$ cat src/rtl/sum_arbiter.sv
// Round-robin arbiter sharing one registered W-bit adder among NUM_REQ requesters.
// Build option SUM_ARB_SAT_EN: saturate the result to W bits instead of keeping the carry.
//
// state  | meaning
// IDLE   | waiting for any req; arbitration happens on the sampling edge
// ADD    | winner's operands latched, gnt pulse visible, sum registered at the edge
// RESULT | tagged sum held under res_valid until res_ready
module sum_arbiter #(
  parameter int W       = 4,
  parameter int NUM_REQ = 4,
  localparam int IDW    = $clog2(NUM_REQ)
) (
  input  logic                 clk,
  input  logic                 rst,
  input  logic [NUM_REQ-1:0]   req,
  input  logic [NUM_REQ*W-1:0] op_a,
  input  logic [NUM_REQ*W-1:0] op_b,
  output logic [NUM_REQ-1:0]   gnt,
  output logic                 res_valid,
  input  logic                 res_ready,
  output logic [W:0]           res_data,
  output logic [IDW-1:0]       res_id,
  output logic                 busy
);

  typedef enum logic [1:0] {IDLE, ADD, RESULT} state_t;

  localparam logic [IDW-1:0] PTR_RST = IDW'(NUM_REQ - 1);

  state_t               state_q, state_d;
  logic [IDW-1:0]       ptr_q, ptr_d;
  logic [IDW-1:0]       win_q, win_d;
  logic [W-1:0]         a_q, a_d, b_q, b_d;
  logic [NUM_REQ-1:0]   gnt_d;
  logic                 valid_d;
  logic [W:0]           data_d;
  logic [IDW-1:0]       id_d;
  logic                 busy_d;

  logic [IDW-1:0]       pick;
  logic                 pick_ok;
  logic [31:0]          scan;
  logic [IDW-1:0]       scan_idx;
  logic [W:0]           sum_raw;
  logic [W:0]           sum;

  // Scan starts one past the last winner so it always ends up lowest priority.
  always_comb begin
    pick     = '0;
    pick_ok  = 1'b0;
    scan     = '0;
    scan_idx = '0;
    for (int k = 1; k <= NUM_REQ; k++) begin
      scan = 32'(ptr_q) + 32'(k);
      if (scan >= 32'(NUM_REQ)) scan = scan - 32'(NUM_REQ);
      scan_idx = scan[IDW-1:0];
      if (!pick_ok && req[scan_idx]) begin
        pick    = scan_idx;
        pick_ok = 1'b1;
      end
    end
  end

  assign sum_raw = {1'b0, a_q} + {1'b0, b_q};

`ifdef SUM_ARB_SAT_EN
  assign sum = sum_raw[W] ? {1'b0, {W{1'b1}}} : sum_raw;
`else
  assign sum = sum_raw;
`endif

  always_comb begin
    state_d = state_q;
    ptr_d   = ptr_q;
    win_d   = win_q;
    a_d     = a_q;
    b_d     = b_q;
    gnt_d   = '0;
    valid_d = res_valid;
    data_d  = res_data;
    id_d    = res_id;
    case (state_q)
      IDLE: begin
        if (pick_ok) begin
          gnt_d[pick] = 1'b1;
          a_d         = op_a[pick*W +: W];
          b_d         = op_b[pick*W +: W];
          win_d       = pick;
          ptr_d       = pick;
          state_d     = ADD;
        end
      end
      ADD: begin
        data_d  = sum;
        id_d    = win_q;
        valid_d = 1'b1;
        state_d = RESULT;
      end
      RESULT: begin
        if (res_valid && res_ready) begin
          valid_d = 1'b0;
          state_d = IDLE;
        end
      end
      default: state_d = IDLE;
    endcase
    busy_d = (state_d != IDLE);
  end

  always_ff @(posedge clk) begin
    if (rst) begin
      state_q   <= IDLE;
      ptr_q     <= PTR_RST;
      win_q     <= '0;
      a_q       <= '0;
      b_q       <= '0;
      gnt       <= '0;
      res_valid <= 1'b0;
      res_data  <= '0;
      res_id    <= '0;
      busy      <= 1'b0;
    end else begin
      state_q   <= state_d;
      ptr_q     <= ptr_d;
      win_q     <= win_d;
      a_q       <= a_d;
      b_q       <= b_d;
      gnt       <= gnt_d;
      res_valid <= valid_d;
      res_data  <= data_d;
      res_id    <= id_d;
      busy      <= busy_d;
    end
  end

endmodule

$ cat config.mk
export PLATFORM = sky130hd
export DESIGN_NAME = sum_arbiter
export DESIGN_NICKNAME = d
export VERILOG_FILES = /design/src/rtl/sum_arbiter.sv
export SDC_FILE = /design/constraint.sdc
export NUM_CORES = 1
export LEC_CHECK = 0
export BUFFER_PORTS_ARGS = -buffer_cell sky130_fd_sc_hd__buf_2
export CAP_MARGIN = 20
export CORE_ASPECT_RATIO = 1.25
export CORE_UTILIZATION = 25
export DETAILED_ROUTE_END_ITERATION = 6
export HOLD_SLACK_MARGIN = 0.08
export PLACE_DENSITY_LB_ADDON = 0.05
export SLEW_MARGIN = 10
export SYNTH_ARGS = -nofsm -noshare
export SYNTH_HDL_FRONTEND = slang
export SYNTH_SLANG_ARGS = --single-unit
$ cat constraint.sdc
create_clock -name clk -period 2.95 [get_ports clk]
set_clock_uncertainty 0.1 [all_clocks]
set_input_delay 0.1475 -clock clk [delete_from_list [all_inputs] [get_ports clk]]
set_output_delay 0.1475 -clock clk [all_outputs]
set_load 0.005 [all_outputs]
; Word-level counts from Yosys, hierarchy flattened
; Cells that the tools add are included.
[word_totals]
ff_bits = 27
inputBits = 39
wordCells = 77
[op_classes]
n_addsub = 9
n_lt_le_gt_ge = 10
eq_ne = 3
shift = 2
mux = 27
bitwise = 2
n_reduce_logical = 14
[ops]
columns = operator, n
row1 = variable part select 16 x 5 -> 4 bit, 2
row2 = two-way mux 2 bit, 10
row3 = "less-than comparator 2 x 3 -> 1 bit, second input constant", 5
row4 = two-way mux 1 bit, 10
row5 = ">= comparator 3 bit, second input constant", 3
row6 = binary-select mux 1 bit (select 2 bit), 4
row7 = "subtractor 2 x 1 -> 2 bit, second input constant", 4
row8 = "adder 2 x 2 -> 3 bit, second input constant", 2
row9 = case mux 2 bit (3 select lines), 1
row10 = adder 4 x 4 -> 5 bit, 1
row11 = logical AND 1 bit, 5
row12 = "adder 2 x 3 -> 4 bit, second input constant", 1
row13 = ">= comparator 4 x 3 -> 1 bit, second input constant", 1
row14 = AND reduction 2 bit, 2
row15 = nonzero test 2 bit, 2
row16 = "adder 2 x 1 -> 3 bit, second input constant", 1
row17 = zero test 1 bit, 3
row18 = OR reduction 3 bit, 1
row19 = demux 1 bit (select 2 bit), 1
row20 = "== test 2 x 1 -> 1 bit, second input constant", 1
row21 = "== test 2 bit, second input constant", 1
row22 = ">= comparator 2 x 1 -> 1 bit, second input constant", 1
row23 = zero test 2 bit, 1
row24 = "!= test 2 bit, second input constant", 1
row25 = other kinds (2), 3

; Depth between registers and ports, before layout
; Gate-level depths: netlist of run 1.
[logic_depth]
ltp_word = 19
mapped_depth = 7
mapped_depth_nobuf = 6

; Worst setup path after synthesis of run 1
; OpenSTA, ideal clock, no wires.
[synth_timing]
kind = reg2reg
start = register ptr_q[1]
end = register a_q[0]
setup_time_ps = 133
arrival_ps = 1391
required_time_ps = 2717
slack_ps = 1325
path_stages_with_launch = 8
synth_period_minus_slack_ps = 1625
path_cell_list = dfxtp_1 > buf_6 > mux2i_4 > o22ai_4 > a21o_1 > buf_4 > a211oi_1 > a211oi_1
[synth_between]
elab_chain_len = 16
word_cells_on_any_way = 40
cone_classes = add/sub (8) / order compare (4) / shift (1) / mux (20) / reduce/logical (7)
[synth_lines]
columns = item, line
row1 = "start, declared", 31  ; logic [IDW-1:0] ptr_q, ptr_d;
row2 = "start signal, assigned", 124  ; ptr_q <= ptr_d;
row3 = adder 2 x 1 -> 3 bit, 54  ; scan = 32'(ptr_q) + 32'(k);
row4 = >= comparator 3 bit or subtractor 2 x 1 -> 2 bit (tied branches), 55  ; if (scan >= 32'(NUM_REQ)) scan = scan - 32'(NUM_REQ);
row5 = two-way mux 2 bit, 55
row6 = binary-select mux 1 bit (select 2 bit), 57  ; if (!pick_ok && req[scan_idx]) begin
row7 = two-way mux 1 bit (not written as such), 57
row8 = two-way mux 1 bit, 57
row9 = zero test 1 bit, 57
row10 = logical AND 1 bit, 57
row11 = two-way mux 1 bit, 57
row12 = zero test 1 bit, 57
row13 = logical AND 1 bit, 57
row14 = two-way mux 1 bit, 57
row15 = zero test 1 bit, 57
row16 = logical AND 1 bit, 57
row17 = two-way mux 2 bit or two-way mux 1 bit (tied branches), 57
row18 = variable part select 16 x 5 -> 4 bit or AND reduction 2 bit (tied branches), -
row19 = "end signal, assigned", 115  ; a_q <= '0;
row20 = "end signal, assigned", 126  ; a_q <= a_d;
row21 = "end, declared", 33  ; logic [W-1:0] a_q, a_d, b_q, b_d;
; Parallel ways exist; a longest one is shown, timed or not. The select of a mux whose other input is x is not followed.
; A chain may end at the register's enable or synchronous reset.

; Final worst setup path of run 1
[layout_timing]
start = register ptr_q[1]
end = register b_q[3]
[layout_between]
elab_chain_len = 16
word_cells_on_any_way = 40
cone_classes = add/sub (8) / order compare (4) / shift (1) / mux (20) / reduce/logical (7)
[layout_lines]
columns = item, line
row1 = adder 2 x 1 -> 3 bit, 54
row2 = >= comparator 3 bit or subtractor 2 x 1 -> 2 bit (tied branches), 55
row3 = two-way mux 2 bit, 55
row4 = binary-select mux 1 bit (select 2 bit), 57
row5 = two-way mux 1 bit (not written as such), 57
row6 = two-way mux 1 bit, 57
row7 = zero test 1 bit, 57
row8 = logical AND 1 bit, 57
row9 = two-way mux 1 bit, 57
row10 = zero test 1 bit, 57
row11 = logical AND 1 bit, 57
row12 = two-way mux 1 bit, 57
row13 = zero test 1 bit, 57
row14 = logical AND 1 bit, 57
row15 = two-way mux 2 bit or two-way mux 1 bit (tied branches), 57
row16 = variable part select 16 x 5 -> 4 bit or AND reduction 2 bit (tied branches), -
row17 = "end signal, assigned", 116  ; b_q <= '0;
row18 = "end signal, assigned", 127  ; b_q <= b_d;
row19 = "end, declared", 33
; Parallel ways exist; a longest one is shown, timed or not. The select of a mux whose other input is x is not followed.

==> reports/results.ini, run 1 <==
[cells_and_area]
drive_above_1_share_pct=31.8
antenna_cells=0
area_growth_syn_to_layout_pct=23.7
layout.filler_cells=608
fin_area_mm2=0.00181
multi_input_area_um2=831
finalNetCount=256
seq_area_um2=541

[setup_path]
r2r_end=b_q[3]
cp.arrival_ns=2.27
reg2reg_from=ptr_q[1]
startpoint_type=flop
cp_max_fo=10
crit_required_ns=3.03
endpoint_kind=flop
rrSetupSlack_ns=0.76
reg2reg_depth=5
path_class=flop to flop

[sta]
tns_ns=0
max_freq_ghz=0.457
tightest_slew_ns=0.709
layout_setup_ws_ns=0.762
timing.final.crit_share_pct=74.2
hold_ws_ns=0.107
max_slew_margin_pct=52.7
min_period_ns=2.19
final-setup-viol-count=0
hold_violations=0
rsz0062_at_grt=false
slew_violations=0

[worst_hold_path]
worstHoldPathCells=3
hold_path.class=input pin to flop
whs_endpoint=b_q[2]
hp-start=op_b[14]

[yosys]
syn_area_mm2=0.00147
synthArstFlopShare_pct=0
avgSynthCellArea_um2=9.04
synth_warnings=0
ys_ff_latch=27
syn-num-nets=206
synth_edf_count=0
synth_seq_area_share_pct=36.9
synth_top_flop_cell=dfxtp_1
yosysUniqueCellTypes=35
synthCells=162

[power_and_ir_drop]
p_clk_share_pct=21.0
power_per_cell_area_mw_per_mm2=552
p_seq_share_pct=45.6
p_comb_share_pct=33.4
power.total_mw=1.00
swShare_pct=33.8
p_leak_nw=0.846
netSwitchingPower_mw=0.338
vdd_drop_max_mv=0.194
internal_power_mw=0.662

[floorplanning]
fp.dieW_um=70.5
core_area_mm2=0.00556
ios=52
start_util_pct=26.4
rows=30
die_area_mm2=0.00617
die_h_um=87.6

[placed_design]
routabilityCongestion=0.705
pre_cts_ws_ns=0.770
placed_cell_area_mm2=0.00176
dpl.hpwl_um=2910
port_buffers=51

[routing]
vias=1311
dr.pass1.iters=6
drcViolationCount=6
drt_iter0_markers=27
wl_um=3590
route.detailed.wl_per_inst_um=13.1
via_per_inst=4.77
ant_nets=0

[cts]
h-tree-depth=1
ctsResizeCount=0
path_clk_slew_ns=0.09
cts_max_path_buffers=2
cts_tree=yes
cts.sinks=27
clk_latency_ns=0.27
cts_root_buf=clkbuf_8
cts_buffers=3
post_cts_buffers=0

[grt]
grt_max_degree=24
gr-total-overflow=0
grt_pass1_vias=1274
grt_pass1_wl_um=5820
grt_use_total_pct=12.3
antenna_found_initial=0

[flow_run]
cap_viol_max_count=0

[status]
violations=DRC
status=finished with violations

-- synthesized netlist by cell type (2+ instances only) --
cell	n	share of area [%]
dfxtp_1	27	37
a211oi_1	26	13
nand2_1	16	4.1
inv_1	13	3.3
a21oi_1	9	3.1
nor2_1	9	2.3
mux2i_1	8	5.5
o21bai_1	7	3.6
a21o_1	4	2.0
and3_1	4	1.7
clkbuf_1	4	1.0
ha_1	4	3.4
nor2_2	3	1.3
nor2b_1	3	1.3
buf_6	2	1.5
nand3b_1	2	1.0
o21ai_2	2	1.2
xnor2_1	2	1.2
-- kinds of logic after synthesis --
family | synth area share [%]
compound gates | 29.8
xor+xnor | 1.20
fa+ha+maj | 4.78
buf+inv | 6.40
flops | 36.9
mux | 7.00
simple gates | 13.9
-- how the worst max path moves through the flow --
stage / start / end / cells past startpoint
after CTS: ptr_q[1] / b_q[3] / 5
after floorplan: ptr_q[1] / a_q[0] / 7
after detailed placement: ptr_q[1] / a_q[1] / 5
after global routing: ptr_q[1] / a_q[1] / 5
after global placement: ptr_q[1] / b_q[1] / 5
final: ptr_q[1] / b_q[3] / 5
-- worst max-delay path, cell delays in order, from the launching register on --
cell	delay (ns)
dfxtp_1	0.54
mux2i_4	0.31
o22ai_4	0.14
a21oi_2	0.56
mux2i_1	0.17
a211oi_1	0.28
-- flip-flops by register name, indices dropped and copies added (netlist names), 2 cells and up --
signal and count:
res_data 5, a_q 4, b_q 4, gnt 4, ptr_q 2, res_id 2, state_q 2, win_q 2
-- area by class of cell --
| cell class | instances | share of cell area [%] |
|---|---|---|
| Clock buffer | 3 | 2.28 |
| Clock inverter | 1 | 0.276 |
| Inverter | 13 | 2.69 |
| Multi-Input combinational cell | 115 | 45.9 |
| Sequential cell | 27 | 29.8 |
| Tap cell | 64 | 4.42 |
| Timing Repair Buffer | 52 | 14.6 |
-- per-layer routing --
| layer | vias up | share of wire [%] | global-route usage, % |
|---|---|---|---|
| met5 | - | 0 | 0 |
| met3 | 5 | 5.2 | 2.30 |
| met4 | 0 | 1.5 | 5.01 |
| li1 | 681 | - | - |
| met1 | 580 | 48 | 15.2 |
| met2 | 45 | 45 | 21.1 |
-- layout by cell type (no fill, tap or decap), types with 3 or more instances in the layout --
master,netlist,layout
nor2_1,9,9
ha_1,4,4
nand2_1,16,16
a211oi_1,26,26
nor2b_1,3,3
dfxtp_1,27,27
buf_2,0,51
a21o_1,4,4
inv_1,13,13
o21bai_1,7,7
clkbuf_8,0,3
a21oi_1,9,9
mux2i_1,8,8
nor2_2,3,3
and3_1,4,4
-- power groups by stage --
stage                     clock (mW)  sequential (mW)  combinational (mW)
after floorplan                    0            0.456               0.248
after global placement             0            0.463               0.329
after detailed placement           0            0.465               0.336
after CTS                      0.219            0.457               0.339
after global routing           0.231            0.465               0.381
final                          0.210            0.455               0.334
-- what timing repair did --
| action | CTS | global route |
|---|---|---|
| hold buffers | 1 | 0 |
| endpoints found under the setup margin | 0 | 0 |
| hold endpoints to repair | 1 | 0 |
-- metrics by stage --
stage	utilization, %	cells
after global routing	32.6	275
after global placement	31.6	270
final	32.6	275
after floorplan	-	162
after detailed placement	31.6	270
after CTS	32.6	275
Note: power is estimated with default switching activity, not from simulation.
==> inputs of run 2 (changes only) <==
==> constraint.sdc (replaced) <==
create_clock -name clk -period 2.1 [get_ports clk]
set_clock_uncertainty 0.1 [all_clocks]
set_input_delay 0.105 -clock clk [delete_from_list [all_inputs] [get_ports clk]]
set_output_delay 0.105 -clock clk [all_outputs]
set_load 0.005 [all_outputs]
==> run 2 against run 1 <==
  * The run still ends with DRC left
  * Register-to-register slack got worse by 0.43 ns
  * Cell count is 4.4% higher
  * Clock power is 39% higher
  * First-iteration DRC count rose by 85%
  * Core utilization increased by 1.9 points
  * Critical path type unchanged
==> reports/results.ini, run 2 (synthesis gave the netlist of run 1 again) <==
[sta]
hold_violations=0  ; unchanged
slew_violations=0  ; unchanged
max_slew_margin_pct=61.5  ; +8.8 points
layout_setup_ws_ns=0.327  ; -0.434 ns
final-setup-viol-count=0  ; unchanged
min_period_ns=1.77  ; -0.416 ns
tns_ns=0  ; unchanged
rsz0062_at_grt=false
max_freq_ghz=0.564  ; +23%
timing.final.crit_share_pct=84.4  ; +10 points
tightest_slew_ns=0.576  ; -0.133 ns

[status]
violations=DRC
status=finished with violations

[setup_path]
crit_slowest_cell=dfxtp_1
reg2reg_depth=5  ; unchanged
path_class=flop to flop
max_stage_delay_ns=0.42  ; -0.14 ns
crit_end=b_q[1]
cp_max_fo=11  ; +1
rrSetupSlack_ns=0.33  ; -0.43 ns
reg2reg_from=ptr_q[1]
path_common_cell=a211oi_1
r2r_end=b_q[1]
worstPathCellList=mux2i_4, o22ai_4, a21o_1, a211oi_1, a211oi_1
endpoint_kind=flop
cp.arrival_ns=1.82  ; -0.45 ns
crit_required_ns=2.14  ; -0.89 ns
crit_path_start=ptr_q[1]
startpoint_type=flop

[grt]
grt_pass1_vias=1362  ; +6.9%
antenna_found_initial=0  ; unchanged
grt_pass1_wl_um=6050  ; +4.0%
grt_use_total_pct=12.5  ; +0.18 points
grt_max_degree=24  ; unchanged
gr-total-overflow=0  ; unchanged

[placed_design]
dp_cells=275  ; +1.9%
routabilityCongestion=0.712  ; +1.0%
dpl.hpwl_um=2960  ; +1.8%
port_buffers=51  ; unchanged
pre_cts_ws_ns=0.292  ; -0.479 ns

[cells_and_area]
finalNetCount=268  ; +4.7%
finalNonFillerCells=287  ; +4.4%
area_growth_syn_to_layout_pct=30.9
drive_above_1_share_pct=31.8  ; +0.085 points
layout.filler_cells=594  ; -2.3%
largest_reg_flops=5  ; unchanged
regMostFlops=res_data
final_common_cell=buf_2
final_cell_mix=buf_2, dfxtp_1, a211oi_1
antenna_cells=0  ; unchanged

[routing]
drcViolationCount=6  ; unchanged
wl_um=3590  ; about the same
drt_iter0_markers=50  ; +85%
route.detailed.wl_per_inst_um=12.5  ; -4.2%
ant_nets=0  ; unchanged
via_per_inst=4.65  ; -2.4%
vias=1335  ; +1.8%
dr.pass1.iters=7  ; +1

[floorplanning]
core_area_mm2=0.00556  ; unchanged
rows=30  ; unchanged
ios=52  ; unchanged
fp.dieW_um=70.5  ; unchanged
die_area_mm2=0.00617  ; unchanged
die_h_um=87.6  ; unchanged
start_util_pct=26.4  ; unchanged

[power_and_ir_drop]
p_leak_nw=0.895  ; +5.9%
vdd_drop_max_mv=0.242  ; +25%
power_per_cell_area_mw_per_mm2=745  ; +35%

[cts]
cts_buffers=3  ; unchanged
cts_max_path_buffers=2  ; unchanged
clk_latency_ns=0.27  ; about the same
path_clk_slew_ns=0.09  ; about the same
cts_root_buf=clkbuf_8
cts_tree=yes
ctsResizeCount=0  ; unchanged
post_cts_buffers=0  ; unchanged
cts_hold_buf=7  ; +6
cts.sinks=27  ; unchanged
h-tree-depth=1  ; unchanged

[flow_run]
cap_viol_max_count=0  ; unchanged

[worst_hold_path]
hold_path.class=input pin to flop

-- run 2: cell types whose count changed in the layout (fill, tap and decap cells not counted), sizes merged --
cell,previous run,this run
dlygate4sd3,1,8
clkbuf,3,4
clkinv,1,0
buf,51,56
-- run 2: critical path, delay by kind of cell (launching register included) --
kind            cells  cell delay [ns]
compound gates      4             0.85
mux                 1             0.28
flops               1             0.42
-- run 2: worst min-delay path by stage --
stage                 endpoint  cells past startpoint  startpoint
floorplan           state_q[0]                      1         rst
global placement     res_valid                      4   res_ready
detailed placement   res_valid                      4   res_ready
CTS                     a_q[3]                      3     op_a[7]
global route            b_q[2]                      3    op_b[10]
finish                  b_q[2]                      3    op_b[10]
-- run 2: through the flow --
stage,utilization [%],power (mW),area (um^2),hold slack [ns]
floorplan,-,0.989,1470,0.0884
finish,34.5,1.43,1920,0.0766
detailed placement,32.3,1.15,1790,0.325
global placement,32.3,1.14,1790,0.328
CTS,34.3,1.45,1910,0.0808
global route,34.5,1.54,1920,0.0801
-- run 2: power breakdown --
group | switching (mW) | total [mW] | internal, mW
Combinational | 0.263 | 0.500 | 0.236
Clock | 0.157 | 0.292 | 0.136
Sequential | 0.0502 | 0.637 | 0.587
Total | 0.470 | 1.43 | 0.959
-- run 2: cell type report --
type / instances / area (um^2) / area share, %
Timing Repair Buffer: 64 / 373 / 19.4
Tap cell: 64 / 80.1 / 4.17
Inverter: 13 / 48.8 / 2.54
Clock buffer: 4 / 45.0 / 2.35
Multi-Input combinational cell: 115 / 831 / 43.3
Sequential cell: 27 / 541 / 28.2
-- run 2: layer usage --
metal	GRT usage, %	part of all wire (%)	vias to the layer above
met4	4.45	0.67	0
li1	-	-	704
met2	21.4	46	38
met5	0	0	-
met1	15.8	49	591
met3	1.96	4.7	2
